==> src/rtl/fill_rect_cmd_encoder_pkg.sv <==
// Shared definitions for the fill-rect command stream: byte numbering (also used
// by the decode engine for its decode states), command record and byte selection.
package fill_rect_cmd_encoder_pkg;

    localparam int CMD_LEN = 11;

    localparam logic [3:0] ORIGX_B1  = 4'd0;
    localparam logic [3:0] ORIGX_B0  = 4'd1;
    localparam logic [3:0] ORIGY_B1  = 4'd2;
    localparam logic [3:0] ORIGY_B0  = 4'd3;
    localparam logic [3:0] WID_B1    = 4'd4;
    localparam logic [3:0] WID_B0    = 4'd5;
    localparam logic [3:0] HGT_B1    = 4'd6;
    localparam logic [3:0] HGT_B0    = 4'd7;
    localparam logic [3:0] RVAL_B    = 4'd8;
    localparam logic [3:0] GVAL_B    = 4'd9;
    localparam logic [3:0] BVAL_B    = 4'd10;
    localparam logic [3:0] LAST_BYTE = 4'(CMD_LEN - 1);

    typedef struct packed {
        logic [15:0] origx;
        logic [15:0] origy;
        logic [15:0] wid;
        logic [15:0] hgt;
        logic [3:0]  rval;
        logic [3:0]  gval;
        logic [3:0]  bval;
    } fill_cmd_t;

    // Byte order is fixed by the decoder: big-endian fields, colour nibbles zero-extended.
    function automatic logic [7:0] cmd_byte(input fill_cmd_t c, input logic [3:0] idx);
        logic [7:0] b;
        b = 8'h00;
        case (idx)
            ORIGX_B1: b = c.origx[15:8];
            ORIGX_B0: b = c.origx[7:0];
            ORIGY_B1: b = c.origy[15:8];
            ORIGY_B0: b = c.origy[7:0];
            WID_B1:   b = c.wid[15:8];
            WID_B0:   b = c.wid[7:0];
            HGT_B1:   b = c.hgt[15:8];
            HGT_B0:   b = c.hgt[7:0];
            RVAL_B:   b = {4'h0, c.rval};
            GVAL_B:   b = {4'h0, c.gval};
            BVAL_B:   b = {4'h0, c.bval};
            default:  b = 8'h00;
        endcase
        return b;
    endfunction

    function automatic logic is_zero_area(input fill_cmd_t c);
        return (c.wid == 16'h0000) || (c.hgt == 16'h0000);
    endfunction

endpackage

==> src/rtl/fill_rect_cmd_encoder.sv <==
// Serializes a parallel fill-rect command into the 11-byte decoder stream and pushes
// it into the command FIFO; one pending slot queues the next command during a stream.
module fill_rect_cmd_encoder
    import fill_rect_cmd_encoder_pkg::*;
(
    input  logic        clk,
    input  logic        rst_,
    input  logic        cmd_rts,
    output logic        cmd_rtr,
    input  logic [15:0] cmd_origx,
    input  logic [15:0] cmd_origy,
    input  logic [15:0] cmd_wid,
    input  logic [15:0] cmd_hgt,
    input  logic [3:0]  cmd_rval,
    input  logic [3:0]  cmd_gval,
    input  logic [3:0]  cmd_bval,
    input  logic        cmd_fifo_rtr,
    output logic        cmd_fifo_rts,
    output logic [7:0]  cmd_fifo_data,
    output logic        cmd_drop,
    output logic        enc_busy,
    output logic [15:0] cmd_sent_cnt
);

    typedef enum logic {
        ST_IDLE = 1'b0,
        ST_SEND = 1'b1
    } enc_state_t;

    enc_state_t  state_q, state_d;
    logic        pend_vld_q, pend_vld_d;
    logic [3:0]  byte_idx_q, byte_idx_d;
    logic        drop_q, drop_d;
    logic [15:0] sent_cnt_q, sent_cnt_d;
    fill_cmd_t   pend_q, act_q, cmd_in;

    logic accept;
    logic xfc;
    logic last_xfc;
    logic load;

    assign cmd_in = '{origx: cmd_origx, origy: cmd_origy, wid: cmd_wid, hgt: cmd_hgt,
                      rval: cmd_rval, gval: cmd_gval, bval: cmd_bval};

    // The slot is only refilled while empty, so accept and load never share an edge.
    assign cmd_rtr  = !pend_vld_q && rst_;
    assign accept   = cmd_rts && cmd_rtr;
    assign xfc      = (state_q == ST_SEND) && cmd_fifo_rtr;
    assign last_xfc = xfc && (byte_idx_q == LAST_BYTE);
    assign load     = pend_vld_q && ((state_q == ST_IDLE) || last_xfc);

    always_comb begin
        // NOTE: every variable gets a default before any branch so no latch is inferred.
        state_d    = state_q;
        pend_vld_d = pend_vld_q;
        byte_idx_d = byte_idx_q;
        drop_d     = 1'b0;
        sent_cnt_d = sent_cnt_q;

        if (accept) begin
            pend_vld_d = 1'b1;
        end

        case (state_q)
            ST_IDLE: begin
                byte_idx_d = 4'd0;
            end
            ST_SEND: begin
                if (xfc) begin
                    byte_idx_d = byte_idx_q + 4'd1;
                end
                if (last_xfc) begin
                    sent_cnt_d = sent_cnt_q + 16'd1;
                    state_d    = ST_IDLE;
                    byte_idx_d = 4'd0;
                end
            end
            default: begin
                state_d = ST_IDLE;
            end
        endcase

        // Loading from the slot overrides the tail of a finished stream (back-to-back).
        if (load) begin
            pend_vld_d = 1'b0;
            byte_idx_d = 4'd0;
            if (is_zero_area(pend_q)) begin
                drop_d  = 1'b1;
                state_d = ST_IDLE;
            end else begin
                state_d = ST_SEND;
            end
        end
    end

    // NOTE: sequential state uses non-blocking assignments so all registers update together.
    always_ff @(posedge clk) begin
        if (!rst_) begin
            state_q    <= ST_IDLE;
            pend_vld_q <= 1'b0;
            byte_idx_q <= 4'd0;
            drop_q     <= 1'b0;
            sent_cnt_q <= 16'h0000;
        end else begin
            state_q    <= state_d;
            pend_vld_q <= pend_vld_d;
            byte_idx_q <= byte_idx_d;
            drop_q     <= drop_d;
            sent_cnt_q <= sent_cnt_d;
        end
    end

    // NOTE: command payload registers are not reset; they are only observed behind valid state.
    always_ff @(posedge clk) begin
        if (accept) begin
            pend_q <= cmd_in;
        end
        if (load) begin
            act_q <= pend_q;
        end
    end

    assign cmd_fifo_rts  = (state_q == ST_SEND);
    assign cmd_fifo_data = cmd_fifo_rts ? cmd_byte(act_q, byte_idx_q) : 8'h00;
    assign cmd_drop      = drop_q;
    assign enc_busy      = pend_vld_q || (state_q == ST_SEND);
    assign cmd_sent_cnt  = sent_cnt_q;

endmodule

==> config.mk <==
export PLATFORM = sky130hd
export DESIGN_NAME = fill_rect_cmd_encoder
export DESIGN_NICKNAME = d
export VERILOG_FILES = /design/src/rtl/fill_rect_cmd_encoder_pkg.sv /design/src/rtl/fill_rect_cmd_encoder.sv
export SDC_FILE = /design/constraint.sdc
export NUM_CORES = 1
export LEC_CHECK = 0
export CORE_ASPECT_RATIO = 0.9
export CORE_MARGIN = 3
export CORE_UTILIZATION = 28
export DETAILED_ROUTE_END_ITERATION = 16
export MAX_ROUTING_LAYER = met4
export PLACE_DENSITY = 0.46
export SYNTH_ARGS = -nofsm -noshare
export SYNTH_HDL_FRONTEND = slang
export SYNTH_SLANG_ARGS = --single-unit
==> constraint.sdc <==
create_clock -name clk -period 9.6 [get_ports clk]
set_input_delay 2.88 -clock clk [delete_from_list [all_inputs] [get_ports clk]]
set_output_delay 2.88 -clock clk [all_outputs]
set_load 0.02 [all_outputs]
==> results list, run 1 <==
- Run status: finished clean
- The layout has a little over 2,000 filler cells.
- Power Dens Cells: 192 nW/um^2
* Post-Place Setup Slack: 1.88 ns
- From synthesis to final layout, the design area changed by 30.5%.
* Launch instance of the worst min-delay path: pend_q[62]
- Row generation in the floorplan step produced 51 rows.
* Number of cells traversed by the worst hold path: 0
- In the final layout, the share of cells above drive strength 1 is 7.50%.
- At the pin with the least slew margin, the transition time is 1.05 ns.
* Final WS setup: 1.85 ns
* Post-synthesis sequential area ratio: 79.8%
- Area of the multi-input gates: ~1200 um^2
* Slew headroom: a little under a third
- Total Nets Final: between 500 and 600
- Summing every instance area after synthesis gives around 6300 um^2.
- Entering global routing, the biggest net connects slightly below 80 pins.
- The count of buffers added on input and output ports is 107.
* Setup violators final: 0
* Kind of launch point of the worst setup path: input port
- In this run, synthesis inferred 152 flip-flops with an integrated enable.
- Via count of the first global-routing pass: around 3,700
- For this design the static power due to leakage is 2.66 nW.
* Total gr overflow: 0
* Worst min path class: flip-flop to flip-flop
* Final std cell area, no fill: 8220 um^2
* Clock skew: 0.00964 ns
- Synth Warn #: 0
- R2r worst-path depth: 5
- Total track usage: 11.6%
- Dpl cell area: 7680 um^2
- After synthesis, the largest area contributor takes up 72.5% of total cell area.
* Area of the core region: 21,900 um^2
- Antenna violation net count after detailed routing: 0
- Most used flip-flop cell after synthesis: edfxtp_1
* Setup slack of the worst register-to-register path: 7.04 ns
* Data required time at the worst endpoint: 6.72 ns
- The tool flagged a number of max-cap violations equal to 0.
- In this run the vertical extent of the chip is 148 um.
- Counting distinct cell types in the post-synthesis netlist gives 43.
* Start-to-end type of the worst setup path: input port to primary output
- Final min period: 7.75 ns
- Max-slew violation count: 0
- Synth async-reset ratio: 0%
- Unrepaired setup endpoints after global routing: false
* Hold-fix buffers at CTS: 0
* Largest buffer count on any clock path: 2
- #FFs+latches synth: 175
- Length of routed met2 wiring: 6.20 mm
- Registers take 5020 um^2.
* Met3 Routed Length: 838 um
* Io pins: 108
* Post-CTS setup buffer count: 0
* Start of the worst register-to-register path: byte_idx_q[0]
- Max layer used: met4
- Diode insertion count for antenna repair: 0
* Peak supply drop: 0.0000832 V
- First-pass GRT wire length: 20.6 mm
- Counting the buffers created by CTS gives 17.
- Placer congestion estimate: 0.769
- Adding up every negative setup slack in the final design gives 0 ns.
- Clock latency on the worst-skew pair, taken at its later pin, is roughly 0.42 ns.
- Kind of end point of the critical path: primary output
* Mean cell area of the mapped netlist: 16.4 um^2
- Yosys top cell by area: edfxtp_1
- The routed design has 13.4 mm of wire.
- The number of nets in the synthesized netlist is 469.
- Clock tree synthesis selected as its root buffer the cell clkbuf_16.
- Hpwl dp: 8.98 mm
- Detailed-routing wirelength on met1: 6.20 mm
- Clock tree synthesis found a total of around 180 sinks.
- Gate count after technology mapping: 384
* Total Die Area: 24,300 um^2
- The clock tree synthesis step divided the H-tree into 4 levels.
- Core occupancy in the finished layout: 37.5%
- The initial utilization of the core area, before any placement, comes to 28.8%.
- The first detailed-routing pass ran for 4 iterations.
* Final worst path period share: 80.7%
- Number of design-rule violations left by the first detailed-router iteration: approximately 280
* Routed wire per std cell: approximately 17 um
- After detailed routing, the number of remaining DRC violations is 0.
- Initial antenna violation count: 0
* Avg Vias per Cell: 4.51
- Number of cells upsized or downsized after cts: 0
* Data arrival time of the critical path: around 5 ns
* Maximum achievable frequency: 129 MHz
- TritonCTS built the clock tree.
- Reg2Reg Capture Point: act_q[47]
- Maximum fanout encountered on the critical timing path: 18
* Hold violation total from the final report: 0
- Total chip power: 1.58 mW
* Die width: 164 um
- WHS Endpoint: act_q[62]
* Most area-consuming cells after synthesis: edfxtp_1 (72%), dfxtp_1 (7.3%), a22oi_1 (2.5%)
- Clk slew on worst S/H paths: 0.06 ns
* Via count: 3,600
## cell usage in the layout (no fill, tap or decap), types with 10 or more instances in the layout
master,n
edfxtp_1,152
clkdlybuf4s50_1,107
a21oi_1,26
dfxtp_1,23
nor2_1,21
a22oi_1,21
nand2_1,19
clkbuf_16,17
nand3_1,11
nor4_1,10
## worst max-delay path, cell delays in order
cell and delay [ns]:
clkdlybuf4s50_1 0.56, clkinv_1 0.47, nor2_1 0.30, clkdlybuf4s50_1 0.65
## registers in the layout (all words and copies together), names as in the netlist
register and count:
act_q 76, byte_idx_q 4, cmd_drop 1, cmd_fifo_rts 1, cmd_sent_cnt 16, pend_q 76
pend_vld_q 1
## cells by family after synthesis
kind of cell,share of synthesized area (%)
flops,79.8
simple gates,7.97
compound gates,8.16
buf+inv,1.65
xor+xnor,1.11
fa+ha+maj,0.993
mux,0.338
## cell usage after synthesis, drive strengths merged, types with 3 or more instances
master    n
a21oi    26
a222oi    7
a22o      4
a22oi    21
buf       8
clkbuf   10
dfxtp    23
edfxtp  152
ha        5
inv       5
nand2    19
nand2b    3
nand3    11
nand4     6
nor2     21
nor3      4
nor4     10
o21ai     7
o31ai     4
or2       4
or4       4
xor2      6
## metal layers
layer | up-vias | GRT usage [%]
met5 | - | -
met4 | 0 | 3.81
met3 | 9 | 2.98
met2 | 110 | 17.2
met1 | 1745 | 15.6
li1 | 1736 | -
## how the worst max path moves through the flow
stage / startpoint / to / slack [ns] / cells after the start
finish: rst_ / cmd_rtr / 1.85 / 4
global placement: rst_ / cmd_rtr / 1.94 / 4
floorplan: cmd_fifo_rtr / byte_idx_q[0] / 0.14 / 5
CTS: rst_ / cmd_rtr / 1.86 / 4
global route: rst_ / cmd_rtr / 1.74 / 4
detailed placement: rst_ / cmd_rtr / 1.88 / 4
## cell type report
type                       count  area share, %
timing repair buffer         109           13.2
clock inverter                12           1.22
tap                          291           4.43
sequential                   175           61.1
inverter                       6          0.274
multi-input combinational    185           14.4
clock buffer                  20           5.31
## where the power goes
part | internal, mW | leakage, nW | total (mW) | switching [mW]
sequential | 0.861 | 1.60 | 0.872 | 0.0108
clock | 0.338 | 0.260 | 0.632 | 0.294
combinational | 0.0401 | 0.802 | 0.0760 | 0.0359
## stage by stage
step | instances | hold slack (ns)
6_report | 798 | 0.416
2_1_floorplan | 384 | 0.400
4_1_cts | 798 | 0.415
3_5_place_dp | 766 | 0.405
5_1_grt | 798 | 0.419
3_3_place_gp | 766 | 0.404
(Power assumes the default switching activity.)
==> run 2, diff against run 1 <==
Settings changed: PLACE_DENSITY 0.46 to 0.45.
Clock period 9.6 ns to 8.04 ns, I/O delays scaled along.
==> run 2 against run 1 <==
  * Critical path depth unchanged
  * Worst hold slack better by 0.0036 ns
  * Sequential share of layout area down 0.60 points
  * Highest routed layer unchanged
  * Via count up 0.42%
  * Flip-flop and latch count unchanged
  * Clock power up 38%
  * Count of clock-buffer cells in the layout down 3
  * Largest power group unchanged
  * Worst setup slack worse by 0.59 ns
  * Routed wire length up 2.3%
  * Die area unchanged
  * Register-to-register slack worse by 2.3 ns
==> results list, run 2 (synthesized netlist as in run 1, its figures left out) <==
* Run status: finished clean
- The final hold violation count is 0 (unchanged).
* Maximum fanout encountered on the critical timing path: 18 (unchanged)
- Worst path bufs/invs: 3 (unchanged)
- The logic gate share of total power was 4.5% (-0.3 points).
- Io pins: 108 (unchanged)
- Avg Vias per Cell: 4.54 (+0.67%)
- The number of global-route vias before repair came to 3,859 (+5.1%).
* Part of the total power dissipated in sequential elements: 51.9% (-3.3 points)
* Diode insertion count for antenna repair: 0 (unchanged)
- Non-filler cells in the finished layout: 796 (-0.25%)
- The maximum count of clock buffers along a single path was 2 (unchanged).
- Total Die Area: 24,300 um^2 (unchanged)
* Setup violators final: 0 (unchanged)
- The estimated wirelength of the detail-placed design was 9.03 mm (+0.60%).
- Number of placement rows: 51 (unchanged)
- Worst-Skew Late Latency: 0.43 ns (about the same)
- The top cell types in the final layout, fill and taps aside, are edfxtp_1 (152), clkdlybuf4s50_1 (107), a21oi_1 (26).
- The largest incremental delay on the critical path came to 0.64 ns (about the same).
- The cts-stage hold buffer count was 0 (unchanged).
- Clock skew: 0.0118 ns (+0.00217 ns)
- Pin count of the biggest net entering global routing: 77 (unchanged)
- Slowest stage cell, crit path: clkdlybuf4s50_1
* Start-to-end type of the worst setup path: input port to primary output
* Most common cell after layout, fill and taps aside: edfxtp_1
- Via count: 3,615 (+0.42%)
- Final min period: slightly below 7 ns
- Setup repair after global routing left no endpoint under its margin.
- Compared with the post-synthesis result, the final layout area differs by 31.8%.
- The total CTS buffers came to 17 (unchanged).
- Kind of end point of the critical path: primary output
- Initial antenna violation count: 0 (unchanged)
- The worst hold path begins at pend_q[62].
* TritonCTS clock tree: built
- The power density over cell area was 241 nW/um^2 (+26%).
- The number of nets in the layout came to 578 (-0.17%).
- Sw frac: 21.3% (-0.25 points)
- The post-cts gate resize count is 0 (unchanged).
* Total gr overflow: 0 (unchanged)
* Slew headroom: 23.7% (-6.6 points)
- Maximum Capacitance Violations: 0 (unchanged)
- The required arrival time at the worst endpoint is 5.63 ns (-1.09 ns).
- The cell count after placement was 765 (-0.13%).
- Clk sink count: 175 (unchanged)
* Die width: 164 um (unchanged)
* Routed wire per std cell: 17.2 um (+2.6%)
* Kind of launch point of the worst setup path: input port
- In the finished design, the share of the clock period the worst path needs comes to 84.3%.
* Final-layout fill cell count: 2,042 (-0.24%)
- Total track usage: 12.0% (+0.42 points)
- Walking the worst path, the cells encountered are clkdlybuf4s50_1, clkinv_1, nor2_1, clkdlybuf4s50_1.
- Derived from the worst setup path, the maximum achievable clock frequency is 148 MHz.
- Drt pass-1 iters: 5 (+1)
- Worst min path class: flip-flop to flip-flop
* Clock H-tree levels: 4 (unchanged)
- Residual DRC: 0 (unchanged)
- Number of design-rule violations left by the first detailed-router iteration: 360 (+31%)
- Placer congestion estimate: 0.761 (-1.1%)
- Cell-internal power: 1.58 mW (+27%)
* Setup tns final: 0 ns (unchanged)
* Antenna violation net count after detailed routing: 0 (unchanged)
* Post-CTS setup buffer count: 0 (unchanged)
* Peak supply drop: 0.000116 V (+40%)
* Launching instance or port of the critical path: rst_
- Max-slew violation count: 0 (unchanged)
* Library cell appearing most often on the critical path: clkdlybuf4s50_1
* Initial standard-cell utilization of the core: 28.8% (unchanged)
* Detailed-route wire length: 13.7 mm (+2.3%)
- Area of the core region: 21,900 um^2 (unchanged)
* Data arrival time of the critical path: 4.36 ns (-0.51 ns)
- The number of buffers inserted by port buffering came to 107 (unchanged).
- First-pass GRT wire length: 21.4 mm (+3.8%)
- The overall die height is 148 um (unchanged).
- The clock transition at the registers of the reported paths is 0.07 ns (about the same).
- The static power due to leakage is 2.70 nW (+1.4%).
- The worst register-to-register path begins at byte_idx_q[0].
- Broken down by cell family, the worst path's largest delay share belongs to buffers and inverters.
- The fraction of layout instances using a drive strength above 1 was 7.52% (+0.030 points).
* Proportion of power drawn by the clock network: 43.5% (+3.5 points)
* Net switching power figure: 427 uW (+25%)
- Clock Root Buffer: clkbuf_16
- Actual slew at the worst max-slew pin: 1.14 ns (+0.0989 ns)
## run 2: cell count changes in the layout (fill, tap and decap cells not counted)
cell        previous run  this run
buf_4                  2         1
clkinv_2               2         0
inv_8                  2         5
bufinv_16              0         3
clkinv_4               1         2
inv_6                  5         1
clkinvlp_4             2         1
clkbuf_1               3         0
clkinv_1               1         2
clkinv_8               0         1
## run 2: cell type report
cell class / instances / area [um^2] / share of cell area, %
timing repair buffer: 108 / 1080 / 13.0
inverter: 6 / 22.5 / 0.271
clock inverter: 14 / 200 / 2.41
sequential: 175 / 5020 / 60.5
multi-input combinational: 185 / 1180 / 14.3
clock buffer: 17 / 425 / 5.13
tap: 291 / 364 / 4.39
## run 2: worst paths after layout
path                                 endpoint  slack, ns  cells after the start
worst min-delay path                act_q[62]       0.42                      0
worst min register to register      act_q[62]       0.42                      0
worst max-delay path                  cmd_rtr       1.27                      4
worst max register to register  byte_idx_q[0]       4.74                      7
## run 2: power groups by stage
| stage | registers [mW] | clock network (mW) | logic (mW) |
|---|---|---|---|
| 6_report | 1.04 | 0.872 | 0.0908 |
| 5_1_grt | 1.04 | 0.932 | 0.0991 |
| 4_1_cts | 1.04 | 0.895 | 0.0929 |
| 3_5_place_dp | 1.06 | 0 | 0.0927 |
| 3_3_place_gp | 1.06 | 0 | 0.0916 |
| 2_1_floorplan | 1.06 | 0 | 0.0334 |
## run 2: worst reg2reg max path: stages, from the launching register on
cell and delay (ns):
dfxtp_1 0.35, inv_1 0.12, ha_1 0.93, nand4b_4 0.26
a21boi_4 0.30, buf_4 0.76, nand3b_1 0.38, nor2_1 0.08
## run 2: per-layer routing
metal | share of wire [%] | global-route usage, %
met3 | 4.4 | 3.17
met4 | 0.82 | 3.17
met1 | 47 | 15.8
met2 | 47 | 18.6
met5 | 0 | -
## run 2: through the flow
| step | utilization (%) | setup WS [ns] | total power [mW] | hold slack [ns] | cell area [um^2] |
|---|---|---|---|---|---|
| after floorplan | - | 1.09 | 1.09 | 0.400 | 6300 |
| after global placement | 35.1 | 1.32 | 1.15 | 0.403 | 7670 |
| after detailed placement | 35.1 | 1.22 | 1.15 | 0.405 | 7670 |
| after CTS | 37.9 | 1.22 | 2.03 | 0.422 | 8300 |
| after global routing | 37.9 | 1.05 | 2.08 | 0.426 | 8300 |
| final | 37.9 | 1.27 | 2.00 | 0.419 | 8300 |
